===== config.mk =====
export PLATFORM = sky130hd
export DESIGN_NAME = data_mem_arbiter_flat
export DESIGN_NICKNAME = d
export VERILOG_FILES = /design/src/rtl/dmem_pkg.sv /design/src/rtl/data_mem_arbiter_if.sv /design/src/rtl/rr_lock_picker.sv /design/src/rtl/data_mem_arbiter.sv /design/src/flat_wrapper.sv
export SDC_FILE = /design/constraint.sdc
export NUM_CORES = 1
export LEC_CHECK = 0
export ABC_AREA = 1
export CORE_MARGIN = 1
export CORE_UTILIZATION = 30
export CTS_CLUSTER_DIAMETER = 200
export DETAILED_ROUTE_END_ITERATION = 10
export GPL_TIMING_DRIVEN = 0
export PLACE_DENSITY_LB_ADDON = 0.08
export SYNTH_ARGS = -nofsm -noshare
export SYNTH_HDL_FRONTEND = slang
export SYNTH_SLANG_ARGS = --single-unit

===== constraint.sdc =====
create_clock -name clk -period 2.73 [get_ports clk]
set_clock_uncertainty 0.2 [all_clocks]
set_input_delay 0.546 -clock clk [delete_from_list [all_inputs] [get_ports clk]]
set_output_delay 0.546 -clock clk [all_outputs]
set_load 0.05 [all_outputs]

===== src/rtl/dmem_pkg.sv =====
// Shared definitions for data_memory and its arbiter.
package dmem_pkg;

  localparam int unsigned DMEM_ADDR_W = 32;
  localparam int unsigned DMEM_DATA_W = 32;

  typedef enum logic {
    REQ_CPU = 1'b0,
    REQ_DBG = 1'b1
  } requester_e;

endpackage


===== src/rtl/data_mem_arbiter_if.sv =====
// Requester and memory-side bus bundle for data_mem_arbiter.
interface data_mem_arbiter_if import dmem_pkg::*; #(
  parameter int unsigned ADDR_W = DMEM_ADDR_W,
  parameter int unsigned DATA_W = DMEM_DATA_W
);
  logic              cpu_req;
  logic              cpu_write;
  logic [ADDR_W-1:0] cpu_address;
  logic [DATA_W-1:0] cpu_write_data;
  logic              cpu_gnt;
  logic              cpu_stall;
  logic              cpu_rsp_valid;
  logic [DATA_W-1:0] cpu_rdata;

  logic              dbg_req;
  logic              dbg_write;
  logic [ADDR_W-1:0] dbg_address;
  logic [DATA_W-1:0] dbg_write_data;
  logic              dbg_lock;
  logic              dbg_gnt;
  logic              dbg_rsp_valid;
  logic [DATA_W-1:0] dbg_rdata;

  logic              mem_write;
  logic [ADDR_W-1:0] mem_address;
  logic [DATA_W-1:0] mem_write_data;
  logic [DATA_W-1:0] mem_read_data;

  modport slave (
    input  cpu_req, cpu_write, cpu_address, cpu_write_data,
    output cpu_gnt, cpu_stall, cpu_rsp_valid, cpu_rdata,
    input  dbg_req, dbg_write, dbg_address, dbg_write_data, dbg_lock,
    output dbg_gnt, dbg_rsp_valid, dbg_rdata,
    output mem_write, mem_address, mem_write_data,
    input  mem_read_data
  );

  modport master (
    output cpu_req, cpu_write, cpu_address, cpu_write_data,
    input  cpu_gnt, cpu_stall, cpu_rsp_valid, cpu_rdata,
    output dbg_req, dbg_write, dbg_address, dbg_write_data, dbg_lock,
    input  dbg_gnt, dbg_rsp_valid, dbg_rdata,
    input  mem_write, mem_address, mem_write_data,
    output mem_read_data
  );

endinterface


===== src/rtl/rr_lock_picker.sv =====
// Round-robin grant between cpu and dbg with a bounded dbg burst lock.
module rr_lock_picker import dmem_pkg::*; #(
  parameter int unsigned MAX_LOCK = 8
) (
  input  logic clk,
  input  logic reset_n,
  input  logic i_cpu_req,
  input  logic i_dbg_req,
  input  logic i_dbg_lock,
  output logic o_cpu_gnt,
  output logic o_dbg_gnt
);

  localparam logic [7:0] LockMax = 8'(MAX_LOCK);

  requester_e r_last_gnt, w_last_gnt_d;
  logic [7:0] r_lock_cnt, w_lock_cnt_d;

  always_comb begin
    o_cpu_gnt = 1'b0;
    o_dbg_gnt = 1'b0;
    if (reset_n) begin
      if (i_cpu_req && i_dbg_req) begin
        if (r_lock_cnt == LockMax) begin
          o_cpu_gnt = 1'b1;
        end else if (i_dbg_lock) begin
          o_dbg_gnt = 1'b1;
        end else if (r_last_gnt == REQ_DBG) begin
          o_cpu_gnt = 1'b1;
        end else begin
          o_dbg_gnt = 1'b1;
        end
      end else begin
        o_cpu_gnt = i_cpu_req;
        o_dbg_gnt = i_dbg_req;
      end
    end
  end

  always_comb begin
    w_last_gnt_d = r_last_gnt;
    if (o_cpu_gnt) begin
      w_last_gnt_d = REQ_CPU;
    end else if (o_dbg_gnt) begin
      w_last_gnt_d = REQ_DBG;
    end

    // Only dbg grants that actually starve a waiting cpu count toward the lock bound.
    w_lock_cnt_d = r_lock_cnt;
    if (o_cpu_gnt || !i_dbg_lock) begin
      w_lock_cnt_d = 8'd0;
    end else if (o_dbg_gnt && i_cpu_req && (r_lock_cnt != LockMax)) begin
      w_lock_cnt_d = r_lock_cnt + 8'd1;
    end
  end

  always_ff @(posedge clk or negedge reset_n) begin
    if (!reset_n) begin
      r_last_gnt <= REQ_DBG;
      r_lock_cnt <= 8'd0;
    end else begin
      r_last_gnt <= w_last_gnt_d;
      r_lock_cnt <= w_lock_cnt_d;
    end
  end

endmodule


===== src/rtl/data_mem_arbiter.sv =====
// Arbitrates single-port data_memory between the MEM stage and the debug loader.
// Optional misaligned-access trap: define DMEM_ARB_ALIGN_CHECK_EN.
module data_mem_arbiter import dmem_pkg::*; #(
  parameter int unsigned ADDR_W   = DMEM_ADDR_W,
  parameter int unsigned DATA_W   = DMEM_DATA_W,
  parameter int unsigned MAX_LOCK = 8
) (
  input logic clk,
  input logic reset_n,
`ifdef DMEM_ARB_ALIGN_CHECK_EN
  output logic err_misaligned,
`endif
  data_mem_arbiter_if.slave bus
);

  logic              w_cpu_gnt;
  logic              w_dbg_gnt;
  logic              w_write;
  logic [ADDR_W-1:0] w_address;
  logic [DATA_W-1:0] w_write_data;
  logic              w_perform;

  logic              r_cpu_rsp_valid;
  logic              r_dbg_rsp_valid;
  logic [DATA_W-1:0] r_cpu_rdata;
  logic [DATA_W-1:0] r_dbg_rdata;

  rr_lock_picker #(
    .MAX_LOCK (MAX_LOCK)
  ) u_picker (
    .clk        (clk),
    .reset_n    (reset_n),
    .i_cpu_req  (bus.cpu_req),
    .i_dbg_req  (bus.dbg_req),
    .i_dbg_lock (bus.dbg_lock),
    .o_cpu_gnt  (w_cpu_gnt),
    .o_dbg_gnt  (w_dbg_gnt)
  );

  always_comb begin
    w_write      = 1'b0;
    w_address    = '0;
    w_write_data = '0;
    if (w_cpu_gnt) begin
      w_write      = bus.cpu_write;
      w_address    = bus.cpu_address;
      w_write_data = bus.cpu_write_data;
    end else if (w_dbg_gnt) begin
      w_write      = bus.dbg_write;
      w_address    = bus.dbg_address;
      w_write_data = bus.dbg_write_data;
    end
  end

`ifdef DMEM_ARB_ALIGN_CHECK_EN
  logic r_err_misaligned;
  logic w_misaligned;

  assign w_misaligned   = (w_cpu_gnt || w_dbg_gnt) && (w_address[1:0] != 2'b00);
  assign w_perform      = !w_misaligned;
  assign err_misaligned = r_err_misaligned;

  always_ff @(posedge clk or negedge reset_n) begin
    if (!reset_n) begin
      r_err_misaligned <= 1'b0;
    end else if (w_misaligned) begin
      r_err_misaligned <= 1'b1;
    end
  end
`else
  assign w_perform = 1'b1;
`endif

  assign bus.mem_write      = w_write && w_perform;
  assign bus.mem_address    = w_address;
  assign bus.mem_write_data = w_write_data;

  assign bus.cpu_gnt       = w_cpu_gnt;
  assign bus.dbg_gnt       = w_dbg_gnt;
  assign bus.cpu_stall     = bus.cpu_req && !w_cpu_gnt;
  assign bus.cpu_rsp_valid = r_cpu_rsp_valid;
  assign bus.dbg_rsp_valid = r_dbg_rsp_valid;
  assign bus.cpu_rdata     = r_cpu_rdata;
  assign bus.dbg_rdata     = r_dbg_rdata;

  // Read data is captured on the granting edge; the loser's rdata is left untouched.
  always_ff @(posedge clk or negedge reset_n) begin
    if (!reset_n) begin
      r_cpu_rsp_valid <= 1'b0;
      r_dbg_rsp_valid <= 1'b0;
      r_cpu_rdata     <= '0;
      r_dbg_rdata     <= '0;
    end else begin
      r_cpu_rsp_valid <= w_cpu_gnt && !w_write && w_perform;
      r_dbg_rsp_valid <= w_dbg_gnt && !w_write && w_perform;
      if (w_cpu_gnt && !w_write && w_perform) begin
        r_cpu_rdata <= bus.mem_read_data;
      end
      if (w_dbg_gnt && !w_write && w_perform) begin
        r_dbg_rdata <= bus.mem_read_data;
      end
    end
  end

endmodule


===== src/flat_wrapper.sv =====
// flat-port wrapper written by rule: the top's interface ports become plain ports
module data_mem_arbiter_flat import dmem_pkg::*;
#(
  parameter int unsigned ADDR_W   = DMEM_ADDR_W,
  parameter int unsigned DATA_W   = DMEM_DATA_W,
  parameter int unsigned MAX_LOCK = 8
)
  (clk, reset_n, bus_cpu_req, bus_cpu_write, bus_cpu_address, bus_cpu_write_data, bus_cpu_gnt, bus_cpu_stall, bus_cpu_rsp_valid, bus_cpu_rdata, bus_dbg_req, bus_dbg_write, bus_dbg_address, bus_dbg_write_data, bus_dbg_lock, bus_dbg_gnt, bus_dbg_rsp_valid, bus_dbg_rdata, bus_mem_write, bus_mem_address, bus_mem_write_data, bus_mem_read_data);
  data_mem_arbiter_if #(.ADDR_W(ADDR_W), .DATA_W(DATA_W)) bus_i ();
  input logic clk;
  input logic reset_n;
  input wire logic [$bits(bus_i.cpu_req)-1:0] bus_cpu_req;
  input wire logic [$bits(bus_i.cpu_write)-1:0] bus_cpu_write;
  input wire logic [$bits(bus_i.cpu_address)-1:0] bus_cpu_address;
  input wire logic [$bits(bus_i.cpu_write_data)-1:0] bus_cpu_write_data;
  output wire logic [$bits(bus_i.cpu_gnt)-1:0] bus_cpu_gnt;
  output wire logic [$bits(bus_i.cpu_stall)-1:0] bus_cpu_stall;
  output wire logic [$bits(bus_i.cpu_rsp_valid)-1:0] bus_cpu_rsp_valid;
  output wire logic [$bits(bus_i.cpu_rdata)-1:0] bus_cpu_rdata;
  input wire logic [$bits(bus_i.dbg_req)-1:0] bus_dbg_req;
  input wire logic [$bits(bus_i.dbg_write)-1:0] bus_dbg_write;
  input wire logic [$bits(bus_i.dbg_address)-1:0] bus_dbg_address;
  input wire logic [$bits(bus_i.dbg_write_data)-1:0] bus_dbg_write_data;
  input wire logic [$bits(bus_i.dbg_lock)-1:0] bus_dbg_lock;
  output wire logic [$bits(bus_i.dbg_gnt)-1:0] bus_dbg_gnt;
  output wire logic [$bits(bus_i.dbg_rsp_valid)-1:0] bus_dbg_rsp_valid;
  output wire logic [$bits(bus_i.dbg_rdata)-1:0] bus_dbg_rdata;
  output wire logic [$bits(bus_i.mem_write)-1:0] bus_mem_write;
  output wire logic [$bits(bus_i.mem_address)-1:0] bus_mem_address;
  output wire logic [$bits(bus_i.mem_write_data)-1:0] bus_mem_write_data;
  input wire logic [$bits(bus_i.mem_read_data)-1:0] bus_mem_read_data;
  assign bus_i.cpu_req = bus_cpu_req;
  assign bus_i.cpu_write = bus_cpu_write;
  assign bus_i.cpu_address = bus_cpu_address;
  assign bus_i.cpu_write_data = bus_cpu_write_data;
  assign bus_cpu_gnt = bus_i.cpu_gnt;
  assign bus_cpu_stall = bus_i.cpu_stall;
  assign bus_cpu_rsp_valid = bus_i.cpu_rsp_valid;
  assign bus_cpu_rdata = bus_i.cpu_rdata;
  assign bus_i.dbg_req = bus_dbg_req;
  assign bus_i.dbg_write = bus_dbg_write;
  assign bus_i.dbg_address = bus_dbg_address;
  assign bus_i.dbg_write_data = bus_dbg_write_data;
  assign bus_i.dbg_lock = bus_dbg_lock;
  assign bus_dbg_gnt = bus_i.dbg_gnt;
  assign bus_dbg_rsp_valid = bus_i.dbg_rsp_valid;
  assign bus_dbg_rdata = bus_i.dbg_rdata;
  assign bus_mem_write = bus_i.mem_write;
  assign bus_mem_address = bus_i.mem_address;
  assign bus_mem_write_data = bus_i.mem_write_data;
  assign bus_i.mem_read_data = bus_mem_read_data;
  data_mem_arbiter #(.ADDR_W(ADDR_W), .DATA_W(DATA_W), .MAX_LOCK(MAX_LOCK)) u_core (.clk(clk), .reset_n(reset_n), .bus(bus_i));
endmodule

# Word-level counts from Yosys, hierarchy flattened
# Cells that the tools add are included.
[classes] addsub=1 eq_ne=2 muxes=20 n_reduce_logical=12
[op_table] operator="32-bit 2-to-1 mux" count=4
[op_table] operator="8-bit 2-to-1 mux" count=2
[op_table] operator="1-bit 2-to-1 mux" count=14
[op_table] operator="8-bit by 1-bit adder with 8-bit output, second input constant" count=1
[op_table] operator="8-bit by 4-bit == test with 1-bit output, second input constant" count=1
[op_table] operator="8-bit by 4-bit != test with 1-bit output, second input constant" count=1
[op_table] operator="1-bit logical AND" count=6
[op_table] operator="2-bit nonzero test" count=2
[op_table] operator="1-bit zero test" count=3
[op_table] operator="1-bit logical OR" count=1
[totals] register_bits=75 in_bits=167 out_inout_bits=134 word_cells=41

# Depth between registers and ports, before layout
[depth] depth_word=9 mapped_depth=10

# Cells and area by module
# From an unflattened synthesis, not the netlist that was laid out.
[unflattened] hier_cells=596 hier_area_um2=4145.2
[modules_own_cells] mod="data_mem_arbiter" instances=1 cells_each=501 area_each_um2=3485.8
[modules_own_cells] mod="rr_lock_picker" instances=1 cells_each=95 area_each_um2=659.4

# Least setup slack after synthesis
# Ideal clock, no wire load.
[synth_path] kind="input-to-output" startpoint="input reset_n" endpoint="output bus_cpu_stall" arrival_ps=2016 t_required_ps=1984 slack_ps=-32 path_stages=6 path_cell_list="nand2_1 -> clkinv_1 -> nand2_2 -> inv_2 -> buf_2 -> nor2_1"
[synth_via] elab_chain_cells=3
[synth_lines] item="start, declared" line_no="flat_wrapper.sv:11" source="input logic reset_n;"
[synth_lines] item="1-bit 2-to-1 mux" line_no="rr_lock_picker.sv:22" source="if (reset_n) begin"
[synth_lines] item="net bus_cpu_gnt" line_no="flat_wrapper.sv:16" source="output wire logic [$bits(bus_i.cpu_gnt)-1:0] bus_cpu_gnt;"
[synth_lines] item="1-bit zero test" line_no="data_mem_arbiter.sv:80" source="assign bus.cpu_stall = bus.cpu_req && !w_cpu_gnt;"
[synth_lines] item="1-bit logical AND" line_no="data_mem_arbiter.sv:80"
[synth_lines] item="end, declared" line_no="flat_wrapper.sv:17" source="output wire logic [$bits(bus_i.cpu_stall)-1:0] bus_cpu_stall;"
# The timed path passes the listed nets, and every way through them passes these cells.

# Final worst setup path
[layout_path] startpoint="register u_core.u_picker.r_lock_cnt[0]" endpoint="output bus_mem_address[3]"
[layout_via] elab_chain_cells=6
[layout_lines] item="start, declared" line_no="rr_lock_picker.sv:17" source="logic [7:0] r_lock_cnt, w_lock_cnt_d;"
[layout_lines] item="start signal, assigned" line_no="rr_lock_picker.sv:63" source="r_lock_cnt <= w_lock_cnt_d;"
[layout_lines] item="8-bit by 4-bit == test with 1-bit output (*)" line_no="rr_lock_picker.sv:24" source="if (r_lock_cnt == LockMax) begin"
[layout_lines] item="1-bit 2-to-1 mux" line_no="rr_lock_picker.sv:24"
[layout_lines] item="1-bit 2-to-1 mux" line_no="rr_lock_picker.sv:23" source="if (i_cpu_req && i_dbg_req) begin"
[layout_lines] item="1-bit 2-to-1 mux" line_no="rr_lock_picker.sv:22"
[layout_lines] item="32-bit 2-to-1 mux" line_no="data_mem_arbiter.sv:48" source="end else if (w_dbg_gnt) begin"
[layout_lines] item="32-bit 2-to-1 mux (*)" line_no="data_mem_arbiter.sv:44" source="if (w_cpu_gnt) begin"
[layout_lines] item="end, declared" line_no="flat_wrapper.sv:29" source="output wire logic [$bits(bus_i.mem_address)-1:0] bus_mem_address;"
# Every way passes the cells marked *; elsewhere a longest branch is shown, timed or not.

==> results.sh <==
export IMPL_num_vias=5255
export IMPL_startpoint_type="register"
export IMPL_synth_xor_area_share_pct=0.659
export IMPL_finalHoldViolCount=1
export IMPL_drive_gt1_share_pct=24.2
export IMPL_initial_core_util_pct=31.2
export IMPL_crit_path_max_incr_delay_ps=390
export IMPL_dieArea_um2=13800
export IMPL_antenna_found_initial=0
export IMPL_clock_path_buffers=2
export IMPL_io_pins=301
export IMPL_hp_class="in -> async"
export IMPL_clock_sinks=75
export IMPL_drt_iter0_markers=468
export IMPL_final_area_um2=8580
export IMPL_drc=0
export IMPL_routed_wirelength_um=20200
export IMPL_setup_tns_ps=-2180
export IMPL_synthMuxAreaShare_pct=0
export IMPL_numCtsBuffers=9
export IMPL_gp_congestion=0.949
export IMPL_internal_power_mw=2.92
export IMPL_final_instance_count_excl_fill=1082
export IMPL_worst_setup_path_end_kind="output port"
export IMPL_cts_htree_levels=3
export IMPL_synthSimpleGateAreaFrac_pct=40.4
export IMPL_root_buffer="clkbuf_16"
export IMPL_comb_power_share_pct=47.8
export IMPL_power_share_clock_pct=23.7
export IMPL_gr_usage_all_layers_pct=28.7
export IMPL_synth_top_cell_area_share_pct=46.4
export IMPL_worst_r2r_cell_count=11
export IMPL_n_antenna_cell=0
export IMPL_setup_slack_ps=-99.7
export IMPL_clkSlewWorstSetupHoldPaths_ps=60
export IMPL_num_nets_final=1075
export IMPL_chipHeight_um=117
export IMPL_rows=41
export IMPL_dr_pass1_iters=5
export IMPL_avgRoutedWirePerCell_um=18.7
export IMPL_crit_path_max_fanout=8
export IMPL_netlist_top_cells_area="dfrtp_1 46%, nand2_1 32%, nand4_1 5.8%"
export IMPL_grt_start_max_net_pins=45
export IMPL_critPathLaunch="u_core.u_picker.r_lock_cnt[0]"
export IMPL_setup_viol=46
export IMPL_r2r_start="u_core.u_picker.r_lock_cnt[0]"
export IMPL_violations="hold timing, setup timing"
export IMPL_rsz0062_at_grt="true"
export IMPL_slew_viol_final=0
export IMPL_ys_seq_elements=75
export IMPL_synth_compound_area_share_pct=5.87
export IMPL_fillers=1058
export IMPL_core_area_um2=12800
export IMPL_r2r_slack_ps=570
export IMPL_cts_tree="yes"
export IMPL_power_leakage_nw=4.18
export IMPL_placed_cell_area_um2=7230
export IMPL_whs_ps=-1.22
export IMPL_placed_cells=1045
export IMPL_syn_area_per_cell_um2=6.97
export IMPL_grt_pass1_vias=5080
export IMPL_peakVddDrop_mv=0.396
export IMPL_yosys_warnings=0
export IMPL_cp_data_required_time_ps=1980
export IMPL_syn_area_um2=3990
export IMPL_hpwl_um=14900
export IMPL_critPathKind="reg -> out"
export IMPL_clock_latency_ps=330
export IMPL_p_sw_mw=2.04
export IMPL_path_cells="inv_2 > ha_4 > nand3_4 > o21ai_4 > nand2_4 > inv_6 > buf_12 > buf_8 > nand2_2 > nand2_1 > buf_6"
export IMPL_area_growth_syn_to_layout_pct=115
export IMPL_period_minus_slack_ps=2830
export IMPL_max_clock_freq_mhz=353
export IMPL_fin_crit_sh_pct=104
export IMPL_synthesis_instances=572
export IMPL_synth_area_leader_cell="dfrtp_1"
export IMPL_die_width_um=117
export IMPL_grt_pass1_wl_um=29800
export IMPL_antenna_left=0
export IMPL_sw_frac_of_total_pct=41.0
export IMPL_p_per_area_nw_per_um2=578
export IMPL_total_power_mw=4.96
export IMPL_arrival_ps=2080
export IMPL_drv_cap=0
export IMPL_grt_ovfl_total=0
export IMPL_final_cell_mix="267 x nand2_1, 228 x clkdlybuf4s50_1, 74 x dfrtp_1, 41 x buf_6, 38 x nand2_2"
export IMPL_r2r_end="u_core.bus.dbg_rdata[18]"
export IMPL_synthAdderAreaFrac_pct=0.627
export IMPL_synth_distinct_cells=25
export IMPL_synthesis_nets=741
export IMPL_status="finished, violations left"
export IMPL_port_buffers=300
export IMPL_synth_top_family_by_area="simple AND/OR/NAND/NOR gates"
export IMPL_pwr_share_seq_pct=28.5
export IMPL_layout_commonest_cell="nand2_1"
export IMPL_slew_headroom_pct=61.9
export IMPL_timing_critical_path_to="bus_mem_address[3]"
export IMPL_crit_path_top_delay_cell="dfrtp_1"
export IMPL_worst_pin_slew_ps=570
export IMPL_ys_seq_area_share_pct=47.1
export IMPL_via_per_inst=4.86
worst min path at each step:
stage / slack [ps] / from / cells past startpoint / endpoint
CTS: 1 / reset_n / 2 / u_core.bus.cpu_rdata[15]
global placement: 250 / u_core.bus.dbg_rdata[0] / 2 / u_core.bus.dbg_rdata[0]
floorplan: 50 / reset_n / 0 / u_core.bus.cpu_rdata[0]
global route: 10 / reset_n / 2 / u_core.bus.cpu_rdata[15]
detailed placement: 260 / u_core.bus.dbg_rdata[31] / 2 / u_core.bus.dbg_rdata[31]
finish: -1 / reset_n / 2 / u_core.bus.cpu_rdata[15]
kinds of logic after synthesis:
family,Yosys count
adders and majority gates,2
and+or+nand+nor,399
DFF,75
buffers and inverters,50
AOI/OAI and AO/OA,43
xor gates and xnor gates,3
registers in the layout, summed over array words and instances (netlist names):
name and count:
u_core.u_picker.r_last_gnt 1, u_core.bus.dbg_rdata 32, u_core.bus.cpu_rsp_valid 1, u_core.bus.cpu_rdata 32, u_core.u_picker.r_lock_cnt 8, u_core.bus.dbg_rsp_valid 1
power groups by stage:
stage | clock network, mW | logic (mW) | registers, mW
detailed placement | 0 | 2.16 | 1.43
finish | 1.18 | 2.37 | 1.41
floorplan | 0 | 0.539 | 2.10
CTS | 1.19 | 2.27 | 1.41
global route | 1.23 | 2.47 | 1.44
global placement | 0 | 2.14 | 1.42
metal layers:
metal	wire length [µm]	track usage (%)	part of all wire, %	up-vias
li1	-	-	-	2488
met3	1870	8.03	9.2	48
met2	10000	49.0	49	272
met1	7660	34.1	38	2447
met4	694	10.7	3.4	0
met5	0	0	0	-
cell type report:
type / instances / area (µm²) / area share [%]
timing repair buffer: 324 / 3510 / 40.9
multi-input combinational: 447 / 2330 / 27.2
sequential: 75 / 1880 / 21.9
clock buffer: 14 / 294 / 3.43
buffer: 35 / 290 / 3.38
tap: 172 / 215 / 2.51
inverter: 14 / 58.8 / 0.685
clock inverter: 1 / 5.00 / 0.0583
per-stage QoR:
step | setup slack, ps | utilization (%) | hold WS (ps)
after floorplan | 106 | - | 50.4
after global placement | -4280 | 56.4 | 254
after detailed placement | -1340 | 56.6 | 258
after CTS | -47.8 | 63.0 | 1.42
after global routing | -178 | 67.2 | 9.86
final | -99.7 | 67.2 | -1.22
synth_stat cells (all sizes together):
| cell | instances |
|---|---|
| dfstp | 1 |
| o21ai | 37 |
| clkinv | 1 |
| o211ai | 1 |
| xor2 | 2 |
| nand4 | 37 |
| nand3 | 8 |
| clkbuf | 18 |
| a31oi | 1 |
| ha | 2 |
| nor2 | 13 |
| inv | 13 |
| xnor2 | 1 |
| dfrtp | 74 |
| buf | 18 |
| a21oi | 4 |
| nand2 | 341 |
worst max-delay path, delay by kind of cell, from the launching register on:
kind                     cells  cell delay [ps]
adder cells (fa/ha/maj)      1              140
AO/OA/AOI/OAI                1              230
flip-flops                   1              390
AND/OR/NAND/NOR              4              330
buffers and inverters        5              650
what timing repair did:
item                                    in CTS  in global routing
endpoints found under the setup margin      68                 68
buffers inserted                            13                  3
endpoints found under the hold margin       30                  0
pin swaps                                   17                 31
gates resized for setup                    534                139
hold buffers                                 2                  0
cloned                                       4                  1
No activity file was read; power rests on OpenSTA's default activity.
